==> src/rtl/weight_fetch_sched.sv <==
// Weight SRAM read sequencer: streams LEN consecutive words from BASE, REP passes, into a
// valid/ready stream. A 2-slot buffer absorbs the 1-cycle SRAM latency and consumer stalls.
module weight_fetch_sched #(
  parameter int ADDR_W = 17,
  parameter int DATA_W = 32,
  parameter int LEN_W  = 16,
  parameter int REP_W  = 8
) (
  input  logic              clk,
  input  logic              rst,
  input  logic              start_i,
  input  logic              abort_i,
  input  logic [ADDR_W-1:0] base_i,
  input  logic [LEN_W-1:0]  len_i,
  input  logic [REP_W-1:0]  rep_i,
  output logic              busy_o,
  output logic              done_o,
  input  logic              sram_gnt_i,
  output logic              sram_cs_o,
  output logic              sram_oe_o,
  output logic [ADDR_W-1:0] sram_addr_o,
  output logic              sram_wreq_o,
  input  logic [DATA_W-1:0] sram_rdata_i,
  output logic              wt_valid_o,
  output logic [DATA_W-1:0] wt_data_o,
  output logic              wt_last_o,
  input  logic              wt_ready_i
);
  localparam logic WRITE_DIS = 1'b0;

  typedef enum logic [1:0] {S_IDLE, S_FETCH, S_DRAIN, S_DONE} state_t;

  state_t            state_q, state_d;
  logic [ADDR_W-1:0] base_q, base_d;
  logic [LEN_W-1:0]  len_q, len_d, word_cnt_q, word_cnt_d;
  logic [REP_W-1:0]  rep_q, rep_d, pass_cnt_q, pass_cnt_d;
  logic              infl_q, infl_d, infl_last_q, infl_last_d;
  logic [1:0]        occ_q, occ_d;
  logic              wr_ptr_q, wr_ptr_d, rd_ptr_q, rd_ptr_d;
  logic [DATA_W-1:0] buf_data_q [2];
  logic              buf_last_q [2];

  logic              issue, last_word, last_pass, buf_nonempty;
  logic              valid, pop, pop_buf, push, head_last;
  logic [DATA_W-1:0] head_data;

  assign last_word    = (word_cnt_q == len_q - LEN_W'(1));
  assign last_pass    = (pass_cnt_q == rep_q - REP_W'(1));
  assign buf_nonempty = (occ_q != 2'd0);
  assign issue        = (state_q == S_FETCH) && sram_gnt_i && !abort_i &&
                        (({1'b0, occ_q} + {2'b00, infl_q}) < 3'd2);

  // The word in flight is presented straight off the SRAM bus, behind any buffered entries.
  assign valid     = buf_nonempty || infl_q;
  assign head_data = buf_nonempty ? buf_data_q[rd_ptr_q] : sram_rdata_i;
  assign head_last = buf_nonempty ? buf_last_q[rd_ptr_q] : infl_last_q;
  assign pop       = valid && wt_ready_i;
  assign pop_buf   = pop && buf_nonempty;
  assign push      = infl_q && !(pop && !buf_nonempty);

  always_comb begin
    state_d     = state_q;
    base_d      = base_q;
    len_d       = len_q;
    rep_d       = rep_q;
    word_cnt_d  = word_cnt_q;
    pass_cnt_d  = pass_cnt_q;
    infl_d      = issue;
    infl_last_d = issue && last_word;
    occ_d       = occ_q + {1'b0, push} - {1'b0, pop_buf};
    wr_ptr_d    = wr_ptr_q ^ push;
    rd_ptr_d    = rd_ptr_q ^ pop_buf;

    if (issue) begin
      if (last_word) begin
        word_cnt_d = '0;
        pass_cnt_d = pass_cnt_q + REP_W'(1);
      end else begin
        word_cnt_d = word_cnt_q + LEN_W'(1);
      end
    end

    case (state_q)
      S_IDLE: begin
        if (start_i && !abort_i) begin
          base_d     = base_i;
          len_d      = len_i;
          rep_d      = rep_i;
          word_cnt_d = '0;
          pass_cnt_d = '0;
          state_d    = (len_i == '0 || rep_i == '0) ? S_DONE : S_FETCH;
        end
      end
      S_FETCH: if (issue && last_word && last_pass) state_d = S_DRAIN;
      S_DRAIN: if (occ_d == 2'd0 && !infl_d) state_d = S_DONE;
      S_DONE:  state_d = S_IDLE;
      default: state_d = S_IDLE;
    endcase

    if (abort_i && state_q != S_IDLE) begin
      state_d     = S_IDLE;
      infl_d      = 1'b0;
      infl_last_d = 1'b0;
      occ_d       = 2'd0;
      wr_ptr_d    = 1'b0;
      rd_ptr_d    = 1'b0;
      word_cnt_d  = '0;
      pass_cnt_d  = '0;
    end
  end

  always_ff @(posedge clk or posedge rst) begin
    if (rst) begin
      state_q     <= S_IDLE;
      base_q      <= '0;
      len_q       <= '0;
      rep_q       <= '0;
      word_cnt_q  <= '0;
      pass_cnt_q  <= '0;
      infl_q      <= 1'b0;
      infl_last_q <= 1'b0;
      occ_q       <= 2'd0;
      wr_ptr_q    <= 1'b0;
      rd_ptr_q    <= 1'b0;
    end else begin
      state_q     <= state_d;
      base_q      <= base_d;
      len_q       <= len_d;
      rep_q       <= rep_d;
      word_cnt_q  <= word_cnt_d;
      pass_cnt_q  <= pass_cnt_d;
      infl_q      <= infl_d;
      infl_last_q <= infl_last_d;
      occ_q       <= occ_d;
      wr_ptr_q    <= wr_ptr_d;
      rd_ptr_q    <= rd_ptr_d;
    end
  end

  always_ff @(posedge clk or posedge rst) begin
    if (rst) begin
      buf_data_q[0] <= '0;
      buf_data_q[1] <= '0;
      buf_last_q[0] <= 1'b0;
      buf_last_q[1] <= 1'b0;
    end else if (push) begin
      buf_data_q[wr_ptr_q] <= sram_rdata_i;
      buf_last_q[wr_ptr_q] <= infl_last_q;
    end
  end

  assign busy_o      = (state_q == S_FETCH) || (state_q == S_DRAIN);
  assign done_o      = (state_q == S_DONE);
  assign sram_cs_o   = issue;
  assign sram_oe_o   = issue;
  assign sram_addr_o = issue ? (base_q + ADDR_W'(word_cnt_q)) : '0;
  assign sram_wreq_o = WRITE_DIS;
  assign wt_valid_o  = valid;
  assign wt_data_o   = valid ? head_data : '0;
  assign wt_last_o   = valid && head_last;
endmodule

==> config.mk <==
export PLATFORM = sky130hd
export DESIGN_NAME = weight_fetch_sched
export DESIGN_NICKNAME = d
export VERILOG_FILES = /design/src/rtl/weight_fetch_sched.sv
export SDC_FILE = /design/constraint.sdc
export NUM_CORES = 1
export LEC_CHECK = 0
export CAP_MARGIN = 25
export CORE_UTILIZATION = 54
export CTS_CLUSTER_SIZE = 30
export DETAILED_ROUTE_END_ITERATION = 10
export HOLD_SLACK_MARGIN = 0.03
export PLACE_DENSITY = 0.81
export SYNTH_ARGS = -nofsm -noshare
export SYNTH_HDL_FRONTEND = slang
export SYNTH_SLANG_ARGS = --single-unit
==> constraint.sdc <==
create_clock -name clk -period 5.5 [get_ports clk]
set_clock_uncertainty 0.05 [all_clocks]
set_input_delay 0.825 -clock clk [delete_from_list [all_inputs] [get_ports clk]]
set_output_delay 0.825 -clock clk [all_outputs]
set_load 0.03 [all_outputs]
# Word level (Yosys, flattened, before mapping)
# Index checks and enable logic that the tools add are counted.
op_classes:
  bitwise_logic: 4
  magnitude_cmp: 4
  add_sub_neg: 8
  n_reduce_logical: 29
  n_eq_ne: 8
  n_mux: 37
op_table:
  columns: ["op", "count"]
  rows:
  - ["32-bit 2-to-1 mux", 6]
  - ["16-bit 2-to-1 mux", 5]
  - ["64-bit bitwise mux", 1]
  - ["8-bit 2-to-1 mux", 5]
  - ["32-bit demux with 1-bit select", 1]
  - ["17-bit by 16-bit adder with 17-bit output", 1]
  - ["17-bit 2-to-1 mux", 1]
  - ["16-bit by 1-bit adder with 16-bit output (second input constant)", 1]
  - ["16-bit equality test", 1]
  - ["16-bit zero test", 1]
  - ["16-bit by 1-bit subtractor with 16-bit output (second input constant)", 1]
  - ["1-bit logical AND", 14]
  - ["2-bit 2-to-1 mux", 6]
  - ["1-bit 2-to-1 mux", 9]
  - ["8-bit by 1-bit adder with 8-bit output (second input constant)", 1]
  - ["8-bit equality test", 1]
  - ["8-bit zero test", 1]
  - ["2-bit case mux with 4 select lines", 1]
  - ["8-bit by 1-bit subtractor with 8-bit output (second input constant)", 1]
  - ["3-bit != test (second input constant)", 2]
  - ["2-bit equality test (second input constant)", 2]
  - ["2-bit greater-or-equal comparator (second input constant)", 2]
  - ["1-bit zero test", 4]
  - ["2-bit zero test", 2]
  - ["15 further kinds", 20]
totals:
  inputBits: 79
  ff_bits: 139
  elab_cells: 105
  out_inout_bits: 56

# Longest topological paths before layout
# Gate-level depths: netlist of run 1.
depth:
  ltp_word: 13
  ltp_mapped: 15
  depth_no_buf: 14

# Worst setup path before layout of run 1
# No wires, ideal clock.
synth_path:
  kind: "register to output"
  startpoint: "register word_cnt_q[0]"
  endpoint: "output port sram_addr_o[10]"
  n_path_buf: 0
  required_ns: 4.625
  path_stages_with_launch: 8
  path_slack_ns: 1.341
  t_arrival_ns: 3.284
  cell_sequence: "dfrtp_1 > ha_1 > fa_1 > a211oi_1 > o21ai_0 > a21oi_1 > nor2_1 > a2111oi_0"
synth_via:
  elab_chain_cells: 2
synth_rtl:
  columns: ["element", "line", "rtl"]
  rows:
  - ["start, declared", "35", "logic [LEN_W-1:0] len_q, len_d, word_cnt_q, word_cnt_d;"]
  - ["start signal, assigned", "130", "word_cnt_q <= word_cnt_d;"]
  - ["17-bit by 16-bit adder with 17-bit output", "156", "assign sram_addr_o = issue ? (base_q + ADDR_W'(word_cnt_q)) : '0;"]
  - ["17-bit 2-to-1 mux", "156", null]
  - ["end, declared", "21", "output logic [ADDR_W-1:0] sram_addr_o,"]
# No other way between the ends.

# Worst setup path in the final report of run 1
layout_path:
  startpoint: "register word_cnt_q[0]"
  endpoint: "output port sram_addr_o[16]"
# The elaborated chain is that of the path after synthesis.

==> summary.txt, run 1 <==
Final TNS setup: 0 ps
LEAKAGE: 0.00428 uW
Starting Density: 55.4%
kind of critical path: reg -> out
fin crit period: 4970 ps
reg2reg end: word_cnt_q[15]$_DFF_PP0_
DRT Pass-1 Iters: 8
Worst-Skew Late Latency: 420 ps
Post-synth EDFFs: 0
Final Setup Violations: 0
global-route track usage on met2: 43.9%
total track usage: 25.5%
Inst Count DP: 1,045
Layout Nets: 989
Port Buf Inserts: 133
ordered cell list for the critical path: ha_1 -> fa_1 -> a211oi_1 -> o21ai_0 -> a2111oi_2 -> nor3_1 -> o31ai_1 -> a21boi_0 -> nor3_1 -> clkdlybuf4s50_1
CP Data Required Time: 4620 ps
cts bufs inserted: 17
Mapped Cells: 762
Clk pin slew, worst setup/hold paths: 60 ps
I/O pin count: 135
Finished Layout Cells: 1,078
Fin. Hold Viols: 0
Die Ht: 124 um
hold path endpoint: buf_data_q[60]$_DFFE_PP0P_
chip width: 124 um
share of layout cells above drive strength 1: 18.7%
global-route wire length before repair: 32,000 um
CP Launch Type: register
RSZ-0062 raised after global routing: no
routed vias: 6,338
Net Count, Synth: 870
synth unique cells: 64
Slew HR: 29.8%
die area: 15,500 um^2
min-delay src: buf_data_q[60]$_DFFE_PP0P_
MaxCap Viol Count: 0
hold_buf cts: 0
Hold Path Depth: 1
Final period util: 90.3%
HP Class: reg -> reg
Yosys warning count: 0
GR peak layer: met2
GR Layer Usage met3: 5.63%
vias per cell: 5.88
CP endpoint kind: output port
area grow syn2layout: 25.2%
Tot Pwr: 5130 uW
status: finished, final reports clean
fraction of registers with async set/reset: 100%
largest net degree at the start of global routing: 104
Synth Cell Area: 8090 um^2
PwrDens: 507 nW/um^2
Core Rows: 44
register area: 3480 um^2
Initial DRC Count: 389
vias in the first global route: 6,623
HPWL after DPL: 13,100 um
worst r2r src: state_q[1]$_DFFE_PP0P_
R2R cell count: 9
Placeable Area: 14,600 um^2
VDD IR-drop max: 0.000251 V
sequential cell area fraction in the yosys report: 43.0%
most frequent cells in the layout: dfrtp_1, clkdlybuf4s50_1, mux2_2
DRT Wirelength: 18,800 um
WL/cell: 17.5 um
CP most frequent cell: nor3_1
# H-tree levels: 4
DR DRC count: 0
number of antenna violations at the first check in global routing: 0
M1 GR Usage: 31.9%
gpl congestion: 0.874
slowest stage cell, crit path: clkdlybuf4s50_1
CP max stage delay: 700 ps
Fmax: 201 MHz
Antenna diodes: 0
most common cell after layout, fill and taps aside: dfrtp_1
Clock Tree Buf Depth: 2
Slew @ Worst Pin: 1050 ps
Root Driver: clkbuf_16
CP max FO: 5
CP Data Arrival Time: 4090 ps
Core Util, Final: 69.4%
clk sink count: 139
reg2reg setup slack: 1690 ps
final-report max-slew violation count: 0
gr ovfl total: 0
syn avg cell area: 10.6 um^2
dominant synthesized flop cell: dfrtp_1
#FFs+latches synth: 139
TritonCTS clock tree: done
fillers: 1,060
ANT nets after route: 0
area of the multi-input gates: 4370 um^2
-- layout make-up --
class	count	share of cell area (%)
multi-input cells	566	43.1
flip-flops and latches	139	34.4
repair buffers	140	13.9
clock buffers	23	4.82
well taps	184	2.27
clock inverters	9	0.877
inverters	17	0.679
-- where the power goes --
group	switching, uW	leakage, uW	total [uW]	internal, uW
Combinational	1150	0.00224	2250	1090
Clock	428	0.000264	1100	669
Sequential	358	0.00177	1790	1430
Total	1940	0.00428	5130	3190
-- flip-flops by register name (all words and copies together) (netlist names) --
signal       count
infl_last_q      1
infl_q           1
buf_last_q       2
word_cnt_q      16
wr_ptr_q         1
occ_q            2
len_q           16
buf_data_q      64
rd_ptr_q         1
base_q          17
pass_cnt_q       8
state_q          2
rep_q            8
-- kinds of logic (layout without fill, tap and decap cells) --
logic type	count (synthesis)	after routing	synth area share (%)
buf+inv	57	189	3.12
simple gates	226	226	14.5
mux	145	145	19.6
flops	139	139	43.0
compound gates	110	110	8.99
xor+xnor	55	55	6.14
other cells	1	1	0.0464
fa+ha+maj	29	29	4.58
-- cell usage after synthesis (6+ instances only) --
library cell | instances | area, um^2
clkbuf_1 | 30 | 113
nand2b_1 | 11 | 68.8
nor4_1 | 10 | 62.6
nor2_1 | 55 | 206
inv_1 | 17 | 63.8
ha_1 | 28 | 350
o21ai_0 | 45 | 225
a21oi_1 | 12 | 60.1
dfrtp_1 | 139 | 3480
xnor2_1 | 37 | 324
and2_1 | 8 | 50.1
nor2b_1 | 7 | 43.8
xor2_1 | 17 | 149
mux2_2 | 107 | 1200
nand3_1 | 46 | 230
a211oi_1 | 6 | 45.0
nor3_1 | 8 | 40.0
nand2_1 | 35 | 131
mux2i_1 | 38 | 380
nand4_1 | 10 | 62.6
-- worst max-delay path by stage --
stage,start,endpoint,slack [ps],cells past startpoint
2_1_floorplan,rst,base_q[0]$_DFFE_PP0P_,900,1
3_3_place_gp,abort_i,sram_addr_o[15],830,6
3_5_place_dp,abort_i,sram_addr_o[15],730,6
4_1_cts,word_cnt_q[0]$_DFF_PP0_,sram_addr_o[16],270,10
5_1_grt,word_cnt_q[0]$_DFF_PP0_,sram_addr_o[16],180,10
6_report,word_cnt_q[0]$_DFF_PP0_,sram_addr_o[16],530,10
-- layer usage --
metal	part of all wire, %	up-vias	wire, um
li1	-	2983	-
met1	44	3131	8290
met2	50	193	9340
met3	4.8	31	908
met4	1.5	0	282
met5	0	-	0
-- critical path, delay by kind of cell (launching register included) --
family | cells | cell delay (ps)
DFF | 1 | 450
and+or+nand+nor | 2 | 320
adders and majority gates | 2 | 690
AOI/OAI and AO/OA | 5 | 1520
buffers and inverters | 1 | 700
-- stage by stage --
stage / instance area [um^2] / worst slack, ps / hold slack, ps
after floorplan: 8090 / 900 / 430
after global placement: 9520 / 825 / 438
after detailed placement: 9520 / 727 / 445
after CTS: 10100 / 265 / 457
after global routing: 10100 / 175 / 471
final: 10100 / 532 / 453
-- what timing repair did --
item / in CTS / in global routing
gates resized for setup: 0 / 2
setup endpoints to repair: 0 / 1
setup buffers: 0 / 0
Power figures use the tool's default switching activity.
==> inputs of run 2 (changes only) <==
- CORE_ASPECT_RATIO: not set -> 0.9
- SLEW_MARGIN: not set -> 20
==> summary.txt, run 2 (synthesis results as in run 1) <==
Placeable Area: 14,700 um^2 (was 14,600 um^2)
CP Data Arrival Time: 4280 ps (was 4090 ps)
die area: 15,500 um^2 (about the same)
LEAKAGE: 0.00428 uW (about the same)
RSZ-0062 raised after global routing: no (unchanged)
HP Class: reg -> reg (unchanged)
cts bufs inserted: 17 (unchanged)
Largest Register: buf_data_q (unchanged)
Hold Path Depth: 1 (unchanged)
Final period util: 93.8% (was 90.3%)
Initial DRC Count: 321 (was 389)
TritonCTS clock tree: done (unchanged)
Antenna diodes: 0 (unchanged)
HPWL after DPL: 12,400 um (was 13,100 um)
PostCTS Resize Cnt: 0 (unchanged)
min-delay src: buf_data_q[20]$_DFFE_PP0P_ (was buf_data_q[60]$_DFFE_PP0P_)
ANT nets after route: 0 (unchanged)
VDD IR-drop max: 0.000274 V (was 0.000251 V)
kind of critical path: reg -> out (unchanged)
routed vias: 6,218 (was 6,338)
WL/cell: 16.2 um (was 17.5 um)
largest net degree at the start of global routing: 117 (was 104)
area grow syn2layout: 25.1% (was 25.2%)
Regs by FF count: buf_data_q: 64 flops, base_q: 17 flops (unchanged)
DR DRC count: 0 (unchanged)
CP Launch Type: register (unchanged)
Clk pin slew, worst setup/hold paths: 60 ps (about the same)
reg2reg setup slack: 1610 ps (was 1690 ps)
share of layout cells above drive strength 1: 18.7% (about the same)
reg2reg end: word_cnt_q[14]$_DFF_PP0_ (was word_cnt_q[15]$_DFF_PP0_)
Layout Nets: 988 (was 989)
status: finished, final reports clean (unchanged)
hold_buf cts: 0 (unchanged)
Final Setup Violations: 0 (unchanged)
gr ovfl total: 0 (unchanged)
fillers: 1,112 (was 1,060)
hold path endpoint: buf_data_q[20]$_DFFE_PP0P_ (was buf_data_q[60]$_DFFE_PP0P_)
I/O pin count: 135 (unchanged)
R2R cell count: 9 (unchanged)
fin crit period: 5160 ps (was 4970 ps)
Final TNS setup: 0 ps (unchanged)
# H-tree levels: 4 (unchanged)
vias in the first global route: 5,933 (was 6,623)
global-route wire length before repair: 29,000 um (was 32,000 um)
Clock Tree Buf Depth: 2 (unchanged)
Slew @ Worst Pin: 1070 ps (was 1050 ps)
CP endpoint kind: output port (unchanged)
CP Data Required Time: 4620 ps (about the same)
clk sink count: 139 (unchanged)
Starting Density: 55.2% (was 55.4%)
Post-CTS Setup Inserts: 0 (unchanged)
worst r2r src: state_q[1]$_DFFE_PP0P_ (unchanged)
Fmax: 194 MHz (was 201 MHz)
Fin. Hold Viols: 0 (unchanged)
total track usage: 24.1% (was 25.5%)
final-report max-slew violation count: 0 (unchanged)
most frequent cells in the layout: dfrtp_1, clkdlybuf4s50_1, mux2_2 (unchanged)
Port Buf Inserts: 133 (unchanged)
max reg flops: 64 (unchanged)
CP max FO: 5 (unchanged)
DRT Pass-1 Iters: 4 (was 8)
most common cell after layout, fill and taps aside: dfrtp_1 (unchanged)
Die Ht: 118 um (was 124 um)
Worst-Skew Late Latency: 420 ps (about the same)
Core Rows: 42 (was 44)
Inst Count DP: 1,059 (was 1,045)
vias per cell: 5.70 (was 5.88)
number of antenna violations at the first check in global routing: 1 (was 0)
MaxCap Viol Count: 0 (unchanged)
Root Driver: clkbuf_16 (unchanged)
PwrDens: 504 nW/um^2 (was 507 nW/um^2)
gpl congestion: 0.873 (was 0.874)
chip width: 131 um (was 124 um)
Slew HR: 28.5% (was 29.8%)
DRT Wirelength: 17,700 um (was 18,800 um)
Finished Layout Cells: 1,091 (was 1,078)
CP startpoint: word_cnt_q[0]$_DFF_PP0_ (unchanged)
## run 2: changes by cell type in the layout (fill, tap and decap cells not counted)
cell	previous run	this run
a2111oi_0	1	2
a2111oi_2	2	1
buf_16	1	0
clkbuf_1	2	0
clkbuf_8	4	3
clkinv_2	1	2
clkinv_4	1	2
clkinvlp_4	6	4
inv_6	1	3
inv_8	0	1
## run 2: worst max-delay path by stage
stage	endpoint	cells past startpoint
4_1_cts	sram_addr_o[16]	10
2_1_floorplan	base_q[0]$_DFFE_PP0P_	1
5_1_grt	sram_addr_o[16]	10
3_5_place_dp	sram_addr_o[15]	6
3_3_place_gp	sram_addr_o[15]	6
6_report	sram_addr_o[16]	10
## run 2: layout make-up
type                    instances  area (um^2)  area share, %
clock inverters                12          114           1.13
well taps                     198          248           2.45
repair buffers                139         1380           13.6
flip-flops and latches        139         3480           34.4
inverters                      17         71.3          0.705
multi-input cells             566         4360           43.1
clock buffers                  20          467           4.61
## run 2: layer usage
metal,part of all wire (%),GRT usage [%],vias to the layer above
met2,47,38.9,146
met3,5.0,5.23,13
met5,0.051,0,-
met1,47,32.6,3071
li1,-,-,2986
met4,0.89,6.54,2
## run 2: per-stage QoR
| step | area [um^2] | utilization [%] | total power, uW | hold slack (ps) | setup slack (ps) |
|---|---|---|---|---|---|
| global placement | 9540 | 65.0 | 3930 | 437 | 772 |
| detailed placement | 9540 | 65.0 | 4000 | 444 | 722 |
| floorplan | 8090 | - | 3320 | 430 | 900 |
| CTS | 10100 | 69.0 | 5120 | 457 | 307 |
| finish | 10100 | 69.0 | 5100 | 454 | 342 |
| global route | 10100 | 69.0 | 5410 | 464 | 12.6 |
## run 2: where the power goes
| group | switching, uW | internal, uW | leakage (uW) | total [uW] |
|---|---|---|---|---|
| registers | 356 | 1430 | 0.00177 | 1780 |
| clock network | 443 | 661 | 0.000275 | 1100 |
| logic | 1120 | 1090 | 0.00223 | 2210 |
## run 2: worst max-delay path, stage by stage (launching register included)
cell and delay [ps]:
dfrtp_1 440, ha_1 230, fa_1 430, a211oi_1 300, o21ai_0 190, a2111oi_0 820, nor3_1 170, o31ai_1 300
a21boi_0 120, nor3_1 170, clkdlybuf4s50_1 700
==> inputs of run 3 (changes only) <==
- CELL_PAD_IN_SITES_DETAIL_PLACEMENT: not set -> 0
- CELL_PAD_IN_SITES_GLOBAL_PLACEMENT: not set -> 2
- CORE_UTILIZATION: 54 -> 35
- PLACE_DENSITY: 0.81 -> not set
- PLACE_DENSITY_LB_ADDON: not set -> 0.1
==> summary.txt, run 3 (synthesis results as in run 1) <==
Finished Layout Cells: 1,190 (was 1,091)
Core Rows: 52 (was 42)
Die Ht: 146 um (was 118 um)
Hold Path Depth: 1 (unchanged)
HP Class: reg -> reg (unchanged)
RSZ-0062 raised after global routing: no (unchanged)
gr ovfl total: 0 (unchanged)
Final TNS setup: 0 ps (unchanged)
global-route wire length before repair: 32,600 um (was 29,000 um)
Port Buf Inserts: 133 (unchanged)
Initial DRC Count: 257 (was 321)
kind of critical path: reg -> out (unchanged)
vias per cell: 5.15 (was 5.70)
reg2reg end: state_q[1]$_DFFE_PP0P_ (was word_cnt_q[14]$_DFF_PP0_)
TritonCTS clock tree: done (unchanged)
Largest Register: buf_data_q (unchanged)
Clock Tree Buf Depth: 2 (unchanged)
Root Driver: clkbuf_16 (unchanged)
Clk pin slew, worst setup/hold paths: 60 ps (about the same)
largest net degree at the start of global routing: 110 (was 117)
total track usage: 17.4% (was 24.1%)
fin crit period: 4920 ps (was 5160 ps)
R2R cell count: 15 (was 9)
PwrDens: 504 nW/um^2 (about the same)
Fmax: 203 MHz (was 194 MHz)
number of antenna violations at the first check in global routing: 0 (was 1)
fillers: 2,083 (was 1,112)
max reg flops: 64 (unchanged)
CP Data Required Time: 4620 ps (about the same)
hold_buf cts: 0 (unchanged)
Worst-Skew Late Latency: 420 ps (about the same)
vias in the first global route: 6,255 (was 5,933)
most common cell after layout, fill and taps aside: dfrtp_1 (unchanged)
PostCTS Resize Cnt: 0 (unchanged)
Inst Count DP: 1,159 (was 1,059)
Post-CTS Setup Inserts: 0 (unchanged)
CP endpoint kind: output port (unchanged)
Antenna diodes: 0 (unchanged)
share of layout cells above drive strength 1: 18.9% (was 18.7%)
gpl congestion: 0.833 (was 0.873)
die area: 23,700 um^2 (was 15,500 um^2)
Slew HR: 36.6% (was 28.5%)
CP max FO: 5 (unchanged)
routed vias: 6,127 (was 6,218)
DRT Pass-1 Iters: 4 (unchanged)
Final period util: 89.5% (was 93.8%)
area grow syn2layout: 27.2% (was 25.1%)
reg2reg setup slack: 1990 ps (was 1610 ps)
status: finished, final reports clean (unchanged)
HPWL after DPL: 14,000 um (was 12,400 um)
cts bufs inserted: 17 (unchanged)
DR DRC count: 0 (unchanged)
hold path endpoint: buf_data_q[48]$_DFFE_PP0P_ (was buf_data_q[20]$_DFFE_PP0P_)
ANT nets after route: 0 (unchanged)
min-delay src: buf_data_q[48]$_DFFE_PP0P_ (was buf_data_q[20]$_DFFE_PP0P_)
# H-tree levels: 4 (unchanged)
VDD IR-drop max: 0.000239 V (was 0.000274 V)
Regs by FF count: buf_data_q: 64 flops, base_q: 17 flops (unchanged)
I/O pin count: 135 (unchanged)
final-report max-slew violation count: 0 (unchanged)
worst r2r src: occ_q[0]$_DFF_PP0_ (was state_q[1]$_DFFE_PP0P_)
LEAKAGE: 0.00429 uW (was 0.00428 uW)
most frequent cells in the layout: dfrtp_1, clkdlybuf4s50_1, mux2_2 (unchanged)
Starting Density: 35.8% (was 55.2%)
CP Launch Type: register (unchanged)
Placeable Area: 22,600 um^2 (was 14,700 um^2)
Min Hold Slack: 454 ps (about the same)
Final Setup Violations: 0 (unchanged)
MaxCap Viol Count: 0 (unchanged)
CP Data Arrival Time: 4040 ps (was 4280 ps)
DRT Wirelength: 19,700 um (was 17,700 um)
clk sink count: 139 (unchanged)
Fin. Hold Viols: 0 (unchanged)
Slew @ Worst Pin: 952 ps (was 1070 ps)
chip width: 162 um (was 131 um)
WL/cell: 16.6 um (was 16.2 um)
Layout Nets: 989 (was 988)
==> run 3: cell count changes in the layout (fill, tap and decap cells not counted) <==
cell	previous run	this run
inv_8	1	2
bufinv_16	1	2
clkinvlp_4	4	3
inv_6	3	7
buf_16	0	1
ha_2	0	2
clkinv_4	2	0
clkbuf_8	3	1
clkinv_2	2	0
ha_1	28	26
==> run 3: how the worst max path moves through the flow <==
stage | start | to | slack (ps) | cells past startpoint
4_1_cts | word_cnt_q[0]$_DFF_PP0_ | sram_addr_o[16] | 540 | 11
3_3_place_gp | abort_i | sram_addr_o[15] | 1010 | 7
6_report | word_cnt_q[0]$_DFF_PP0_ | sram_addr_o[16] | 580 | 11
2_1_floorplan | rst | base_q[0]$_DFFE_PP0P_ | 900 | 1
3_5_place_dp | abort_i | sram_addr_o[15] | 990 | 7
5_1_grt | word_cnt_q[0]$_DFF_PP0_ | sram_addr_o[16] | 200 | 11
==> run 3: routing by layer <==
layer	vias to the layer above	global-route usage (%)	routed length, um
li1	3000	-	-
met1	2999	23.7	9570
met2	114	27.9	9230
met3	14	3.21	659
met4	0	5.05	261
met5	-	0	0
==> run 3: worst max-delay path, cell delays in order (launching register included) <==
cell and delay [ps]:
dfrtp_1 450, ha_1 250, fa_1 440, a211oi_1 310, o21ai_0 200, a2111oi_0 440, buf_4 200, nor3_1 60
o31ai_1 280, a21boi_0 130, nor3_1 170, clkdlybuf4s50_1 710
==> run 3: report_power, final <==
part           switching (uW)  total, uW  leakage [uW]  internal (uW)
clock                     472       1160      0.000283            690
sequential                337       1760       0.00177           1430
combinational            1150       2260       0.00224           1100
total                    1960       5180       0.00429           3220
==> run 3: final cells by class <==
type	instances	area (um^2)	area share [%]
clock inverter	13	155	1.51
timing repair buffer	140	1400	13.6
multi-input combinational	566	4370	42.5
sequential	139	3480	33.8
clock buffer	18	439	4.27
inverter	17	71.3	0.693
tap	297	372	3.61
==> run 3: through the flow <==
step | instance area [um^2] | total power (uW) | setup WS, ps | utilization (%)
2_1_floorplan | 8090 | 3320 | 900 | -
3_3_place_gp | 9670 | 3990 | 1010 | 42.8
3_5_place_dp | 9690 | 4050 | 993 | 42.9
4_1_cts | 10300 | 5240 | 539 | 45.6
5_1_grt | 10300 | 5540 | 205 | 45.6
6_report | 10300 | 5180 | 580 | 45.6
